**config.mk**
```make
export PLATFORM = sky130hd
export DESIGN_NAME = dma_burst_ctrl
export DESIGN_NICKNAME = d
export VERILOG_FILES = /design/src/rtl/dma_pkg.sv /design/src/rtl/dma_beat_cnt.sv /design/src/rtl/dma_burst_ctrl.sv
export SDC_FILE = /design/constraint.sdc
export NUM_CORES = 1
export LEC_CHECK = 0
export BUFFER_PORTS_ARGS = -buffer_cell sky130_fd_sc_hd__buf_2
export CAP_MARGIN = 20
export CORE_MARGIN = 2
export CORE_UTILIZATION = 35
export CTS_CLUSTER_DIAMETER = 40
export DETAILED_ROUTE_END_ITERATION = 8
export PLACE_DENSITY = 0.65
export SLEW_MARGIN = 20
export SYNTH_ARGS = -nofsm -noshare
export SYNTH_HDL_FRONTEND = slang
export SYNTH_HIERARCHICAL = 1
export SYNTH_SLANG_ARGS = --single-unit
```
**constraint.sdc**
```tcl
create_clock -name clk -period 7.8 [get_ports clk]
set_clock_uncertainty 0.2 [all_clocks]
set_input_delay 0.78 -clock clk [delete_from_list [all_inputs] [get_ports clk]]
set_output_delay 0.78 -clock clk [all_outputs]
set_load 0.01 [all_outputs]
```
**src/rtl/dma_pkg.sv**
```systemverilog
// Shared types and defaults for the DMA burst controller.
package dma_pkg;

    typedef enum logic [1:0] {
        IDLE = 2'd0,
        REQ  = 2'd1,
        XFER = 2'd2,
        DONE = 2'd3
    } dma_state_e;

    localparam int DMA_DEF_LEN = 100;

endpackage

```
**src/rtl/dma_beat_cnt.sv**
```systemverilog
// Beat counter: load latches the burst length and clears the count;
// last flags the final beat (count == len-1).
module dma_beat_cnt #(
    parameter int LEN_W = 8
) (
    input  logic             clk,
    input  logic             reset,
    input  logic             load,
    input  logic [LEN_W-1:0] len,
    input  logic             inc,
    output logic [LEN_W-1:0] count,
    output logic             last
);

    logic [LEN_W-1:0] len_q;

    always_ff @(posedge clk or posedge reset) begin
        if (reset) begin
            len_q <= '0;
            count <= '0;
        end else if (load) begin
            len_q <= len;
            count <= '0;
        end else if (inc) begin
            count <= count + LEN_W'(1);
        end
    end

    // Only meaningful while transferring, where len_q is always nonzero.
    assign last = (count == (len_q - LEN_W'(1)));

endmodule

```
**src/rtl/dma_burst_ctrl.sv**
```systemverilog
// DMA burst controller: IDLE -> REQ -> XFER (N beats) -> DONE, with abort,
// default-length substitution and zero-length rejection. Outputs are registered.
module dma_burst_ctrl
    import dma_pkg::*;
#(
    parameter int LEN_W   = 8,
    parameter int DEF_LEN = DMA_DEF_LEN
) (
    input  logic             clk,
    input  logic             reset,
    input  logic             start,
    input  logic [LEN_W-1:0] burst_len,
    input  logic             use_def,
    input  logic             abort,
    output logic             dma_req,
    output logic             data_transfer,
    output logic             done,
    output logic             aborted,
    output logic             busy,
    output logic [LEN_W-1:0] beat_cnt,
    output logic             len_err
);

    if (DEF_LEN > (2 ** LEN_W) - 1) begin : g_def_len_check
        $error("DEF_LEN does not fit in LEN_W bits");
    end

    localparam logic [LEN_W-1:0] DEF_LEN_V = LEN_W'(DEF_LEN);

    dma_state_e       state, state_nxt;
    logic [LEN_W-1:0] eff_len;
    logic             cnt_load, cnt_inc, cnt_last;
    logic             dma_req_nxt, xfer_nxt, done_nxt, aborted_nxt, busy_nxt, len_err_nxt;

    dma_beat_cnt #(.LEN_W(LEN_W)) u_beat_cnt (
        .clk   (clk),
        .reset (reset),
        .load  (cnt_load),
        .len   (eff_len),
        .inc   (cnt_inc),
        .count (beat_cnt),
        .last  (cnt_last)
    );

    always_comb begin
        eff_len     = (burst_len != '0) ? burst_len : (use_def ? DEF_LEN_V : '0);
        state_nxt   = state;
        cnt_load    = 1'b0;
        cnt_inc     = 1'b0;
        aborted_nxt = 1'b0;
        len_err_nxt = 1'b0;
        case (state)
            IDLE: begin
                if (start) begin
                    if (eff_len != '0) begin
                        state_nxt = REQ;
                        cnt_load  = 1'b1;
                    end else begin
                        len_err_nxt = 1'b1;
                    end
                end
            end
            REQ: begin
                if (abort) begin
                    state_nxt   = DONE;
                    aborted_nxt = 1'b1;
                end else begin
                    state_nxt = XFER;
                end
            end
            XFER: begin
                // The beat in flight always counts; the last beat wins over abort.
                cnt_inc = 1'b1;
                if (cnt_last) begin
                    state_nxt = DONE;
                end else if (abort) begin
                    state_nxt   = DONE;
                    aborted_nxt = 1'b1;
                end
            end
            DONE:    state_nxt = IDLE;
            default: state_nxt = IDLE;
        endcase
        dma_req_nxt = (state_nxt == REQ) || (state_nxt == XFER);
        xfer_nxt    = (state_nxt == XFER);
        done_nxt    = (state_nxt == DONE);
        busy_nxt    = (state_nxt != IDLE);
    end

    always_ff @(posedge clk or posedge reset) begin
        if (reset) begin
            state         <= IDLE;
            dma_req       <= 1'b0;
            data_transfer <= 1'b0;
            done          <= 1'b0;
            aborted       <= 1'b0;
            busy          <= 1'b0;
            len_err       <= 1'b0;
        end else begin
            state         <= state_nxt;
            dma_req       <= dma_req_nxt;
            data_transfer <= xfer_nxt;
            done          <= done_nxt;
            aborted       <= aborted_nxt;
            busy          <= busy_nxt;
            len_err       <= len_err_nxt;
        end
    end

endmodule

```
==> metrics.txt <==
# TYPE chip_impl_metric gauge
chip_impl_metric{name="routed_wirelength",unit="mm"} 2.74
chip_impl_metric{name="synth.net_count",unit=""} 160
chip_impl_metric{name="power_per_cell_area",unit="nW/um2"} 338
chip_impl_metric{name="final_antenna_net_count",unit=""} 0
chip_impl_info{name="worst_hold_path_type",value="primary input to async pin"} 1
chip_impl_metric{name="total_leakage_power",unit="nW"} 0.760
chip_impl_metric{name="die_y",unit="um"} 67.1
chip_impl_info{name="status",value="finished clean"} 1
chip_impl_metric{name="fill_cells",unit=""} 372
chip_impl_metric{name="numClockSinks",unit=""} 24
chip_impl_metric{name="routed-via-count",unit=""} 1049
chip_impl_info{name="timing.setup.critical_path_class",value="flip-flop to flip-flop"} 1
chip_impl_metric{name="ctsHtreeMaxLevel",unit=""} 1
chip_impl_metric{name="layoutNonFillerInstCount",unit=""} 209
chip_impl_metric{name="synth_edf_count",unit=""} 0
chip_impl_metric{name="die_w",unit="um"} 67.1
chip_impl_metric{name="finalWorstPathRequiredPeriod",unit="ns"} 2.95
chip_impl_metric{name="placementRows",unit=""} 22
chip_impl_metric{name="finalWorstSetupSlack",unit="ns"} 4.85
chip_impl_metric{name="hold_violations",unit=""} 0
chip_impl_metric{name="worst_slew_pin_slew",unit="ns"} 0.764
chip_impl_metric{name="cts-buffers-inserted",unit=""} 3
chip_impl_metric{name="dp.cells",unit=""} 205
chip_impl_metric{name="overflow",unit=""} 0
chip_impl_metric{name="drt_first_iter_violations",unit=""} 57
chip_impl_metric{name="detailed_place.area",unit="um2"} 1550
chip_impl_metric{name="netlist_area",unit="um2"} 1390
chip_impl_metric{name="sequential_cell_area",unit="um2"} 601
chip_impl_metric{name="groute.layer.met2.usage",unit="%"} 23.8
chip_impl_metric{name="finalPower",unit="mW"} 0.548
chip_impl_metric{name="drcViolationCount",unit=""} 0
chip_impl_metric{name="post_cts_resized",unit=""} 0
chip_impl_metric{name="setup_total_negative_slack",unit="ns"} 0
chip_impl_metric{name="crit_arrival",unit="ns"} 2.91
chip_impl_metric{name="drive_gt1_share",unit="%"} 28.6
chip_impl_metric{name="use_met3",unit="%"} 2.03
chip_impl_info{name="cp-startpoint",value="u_beat_cnt/len_q[2]$_DFFE_PP0P_"} 1
chip_impl_metric{name="grt_util_met1",unit="%"} 16.9
chip_impl_metric{name="clkLatencyLatePin",unit="ns"} 0.27
chip_impl_metric{name="yosys_warning_total",unit=""} 6
chip_impl_metric{name="worst-path-max-fanout",unit=""} 6
chip_impl_metric{name="synth.yosys.seq_area_share",unit="%"} 43.2
chip_impl_metric{name="number_of_buffers_added_for_setup_after_cts",unit=""} 0
chip_impl_metric{name="timing.fmax",unit="GHz"} 0.339
chip_impl_metric{name="setup_viol",unit=""} 0
chip_impl_metric{name="multi_input_comb_area",unit="um2"} 723
chip_impl_metric{name="ys_seq_elements",unit=""} 24
chip_impl_metric{name="clkSlewWorstSetupHoldPaths",unit="ns"} 0.09
chip_impl_info{name="worst_r2r_startpoint",value="u_beat_cnt/len_q[2]$_DFFE_PP0P_"} 1
chip_impl_metric{name="global_route.usage.total",unit="%"} 13.4
chip_impl_metric{name="pin_count",unit=""} 27
chip_impl_metric{name="worst_ep_required_time",unit="ns"} 7.76
chip_impl_metric{name="via_count_of_the_first_global_routing_pass",unit=""} 1060
chip_impl_metric{name="syn-instance-count",unit=""} 139
chip_impl_metric{name="effective_utilization_at_floorplan",unit="%"} 37.2
chip_impl_info{name="clock_tree_from_tritoncts",value="yes"} 1
chip_impl_metric{name="whs",unit="ns"} 0.251
chip_impl_metric{name="wl_per_cell",unit="um"} 13.1
chip_impl_metric{name="preCtsSetupSlack",unit="ns"} 4.87
chip_impl_info{name="gr-max-usage-layer",value="met2"} 1
chip_impl_metric{name="post-route-util",unit="%"} 43.2
chip_impl_metric{name="area_delta_synth_final",unit="%"} 16.4
chip_impl_info{name="setup.worst_path.end_class",value="flip-flop"} 1
chip_impl_metric{name="netlist-cell-type-count",unit=""} 38
chip_impl_metric{name="grt_antenna_before_repair",unit=""} 0
chip_impl_metric{name="dieArea",unit="um2"} 4500
chip_impl_metric{name="core-area",unit="um2"} 3740
chip_impl_metric{name="first_pass_iters",unit=""} 4
chip_impl_metric{name="final-max-slew-violation-count",unit=""} 0
chip_impl_metric{name="vdd_ir_drop_max",unit="V"} 0.000139
chip_impl_metric{name="layout.nets",unit=""} 183
chip_impl_metric{name="wire_length_of_the_first_global_routing_pass",unit="mm"} 4.65
chip_impl_metric{name="insertedDiodeCount",unit=""} 0
chip_impl_metric{name="dp_hpwl",unit="mm"} 2.10
chip_impl_metric{name="grt_start_max_net_pins",unit=""} 19
chip_impl_metric{name="place.port_buffers",unit=""} 26
chip_impl_metric{name="async_flop_share",unit="%"} 100
chip_impl_info{name="rsz0062_at_grt",value="no"} 1
chip_impl_metric{name="post_drt_via_cell_ratio",unit=""} 5.02
chip_impl_info{name="synth_flop_cell",value="sky130_fd_sc_hd__dfrtp_1"} 1
chip_impl_metric{name="maximum_clock_path_buffer_count",unit=""} 2
chip_impl_info{name="cp_startpoint_kind",value="flip-flop"} 1
chip_impl_metric{name="synth.avg_cell_area",unit="um2"} 10.0
chip_impl_metric{name="gp_routability_congestion",unit=""} 0.808
chip_impl_metric{name="max_cap_viols",unit=""} 0
chip_impl_metric{name="max_slew_margin",unit="%"} 49.0
chip_impl_metric{name="final_area",unit="um2"} 1620
chip_impl_info{name="cts.root.buffer_cell",value="sky130_fd_sc_hd__clkbuf_8"} 1
chip_impl_metric{name="holdBufCountCts",unit=""} 0
chip_impl_metric{name="timing.final.crit_share",unit="%"} 37.8
==> worst paths after layout <==
check,slack (ns),depth (start not counted),endpoint
worst max register to register,4.85,8,dma_req$_DFF_PP0_
worst min register to register,0.35,1,u_beat_cnt/len_q[7]$_DFFE_PP0P_
worst min-delay path,0.25,2,busy$_DFF_PP0_
max in group asynchronous,6.61,2,u_beat_cnt/count[4]$_DFFE_PP0P_
min in group clk,0.35,1,u_beat_cnt/len_q[7]$_DFFE_PP0P_
worst max-delay path,4.85,8,dma_req$_DFF_PP0_
==> synthesized netlist by cell type (2+ instances only) <==
cell type / count / area [um2]
sky130_fd_sc_hd__mux2_2: 6 / 67.6
sky130_fd_sc_hd__dfrtp_1: 24 / 601
sky130_fd_sc_hd__nand2_1: 9 / 33.8
sky130_fd_sc_hd__a211oi_1: 2 / 15.0
sky130_fd_sc_hd__inv_1: 9 / 33.8
sky130_fd_sc_hd__a21oi_1: 3 / 15.0
sky130_fd_sc_hd__nor3b_1: 2 / 15.0
sky130_fd_sc_hd__o21ai_0: 4 / 20.0
sky130_fd_sc_hd__nor4_1: 2 / 12.5
sky130_fd_sc_hd__ha_1: 8 / 100
sky130_fd_sc_hd__nand3_1: 2 / 10.0
sky130_fd_sc_hd__clkbuf_1: 7 / 26.3
sky130_fd_sc_hd__xnor2_1: 5 / 43.8
sky130_fd_sc_hd__xor2_1: 10 / 87.6
sky130_fd_sc_hd__nor2_1: 15 / 56.3
sky130_fd_sc_hd__nand4_1: 4 / 25.0
sky130_fd_sc_hd__or4_4: 2 / 22.5
sky130_fd_sc_hd__nor3_1: 2 / 10.0
sky130_fd_sc_hd__nand2b_1: 3 / 18.8
sky130_fd_sc_hd__or3_1: 2 / 12.5
==> cells in the final DEF, fill, tap and decap left out, types with 2 or more instances in the layout <==
cell type,instances
sky130_fd_sc_hd__mux2_2,6
sky130_fd_sc_hd__a21oi_1,3
sky130_fd_sc_hd__a211oi_1,2
sky130_fd_sc_hd__or4_4,2
sky130_fd_sc_hd__nor3_1,2
sky130_fd_sc_hd__clkbuf_8,3
sky130_fd_sc_hd__ha_1,8
sky130_fd_sc_hd__nand2_1,9
sky130_fd_sc_hd__or3_1,2
sky130_fd_sc_hd__xnor2_1,5
sky130_fd_sc_hd__nand3_1,2
sky130_fd_sc_hd__nor4_1,2
sky130_fd_sc_hd__inv_1,9
sky130_fd_sc_hd__xor2_1,10
sky130_fd_sc_hd__buf_2,26
sky130_fd_sc_hd__nand4_1,4
sky130_fd_sc_hd__nor3b_1,2
sky130_fd_sc_hd__nand2b_1,3
sky130_fd_sc_hd__nor2_1,14
sky130_fd_sc_hd__o21ai_0,4
sky130_fd_sc_hd__dfrtp_1,24
==> flip-flops by register name (all words and copies together), names as in the netlist <==
name / count
aborted: 1
busy: 1
data_transfer: 1
dma_req: 1
done: 1
len_err: 1
state: 2
u_beat_cnt/count: 8
u_beat_cnt/len_q: 8
==> power breakdown <==
group / switching, mW / internal [mW] / total, mW
clock network: 0.0400 / 0.0686 / 0.109
registers: 0.0406 / 0.165 / 0.206
logic: 0.125 / 0.108 / 0.233
==> kinds of logic (layout without fill, tap and decap cells) <==
| kind of cell | after synthesis | in the layout | synth area share (%) |
|---|---|---|---|
| AO/OA/AOI/OAI | 18 | 18 | 9.62 |
| XOR/XNOR | 15 | 15 | 9.44 |
| adder cells (fa/ha/maj) | 8 | 8 | 7.19 |
| buffers and inverters | 17 | 39 | 5.04 |
| flip-flops | 24 | 24 | 43.2 |
| multiplexers | 7 | 7 | 5.58 |
| AND/OR/NAND/NOR | 50 | 50 | 20.0 |
==> cell type report <==
class	instances	area share [%]
clock inverter	1	1.85
multi-input combinational	98	44.7
sequential	24	37.1
inverter	9	2.09
tap	48	3.71
timing repair buffer	26	8.04
clock buffer	3	2.55
==> worst max-delay path, stage by stage (launching register included) <==
cell and delay [ns]:
sky130_fd_sc_hd__dfrtp_1 0.44, sky130_fd_sc_hd__or4_1 0.57, sky130_fd_sc_hd__nor4_2 0.28, sky130_fd_sc_hd__a211oi_1 0.09, sky130_fd_sc_hd__a2111oi_2 0.51, sky130_fd_sc_hd__nor2_1 0.07, sky130_fd_sc_hd__o21a_1 0.19, sky130_fd_sc_hd__o22a_1 0.19
sky130_fd_sc_hd__ha_1 0.29
==> metal layers <==
layer | up-vias | wire length (um)
li1 | 522 | -
met1 | 511 | 1210
met2 | 12 | 1440
met3 | 4 | 48
met4 | 0 | 35
met5 | - | 0
Note: power is estimated with default switching activity, not from simulation.
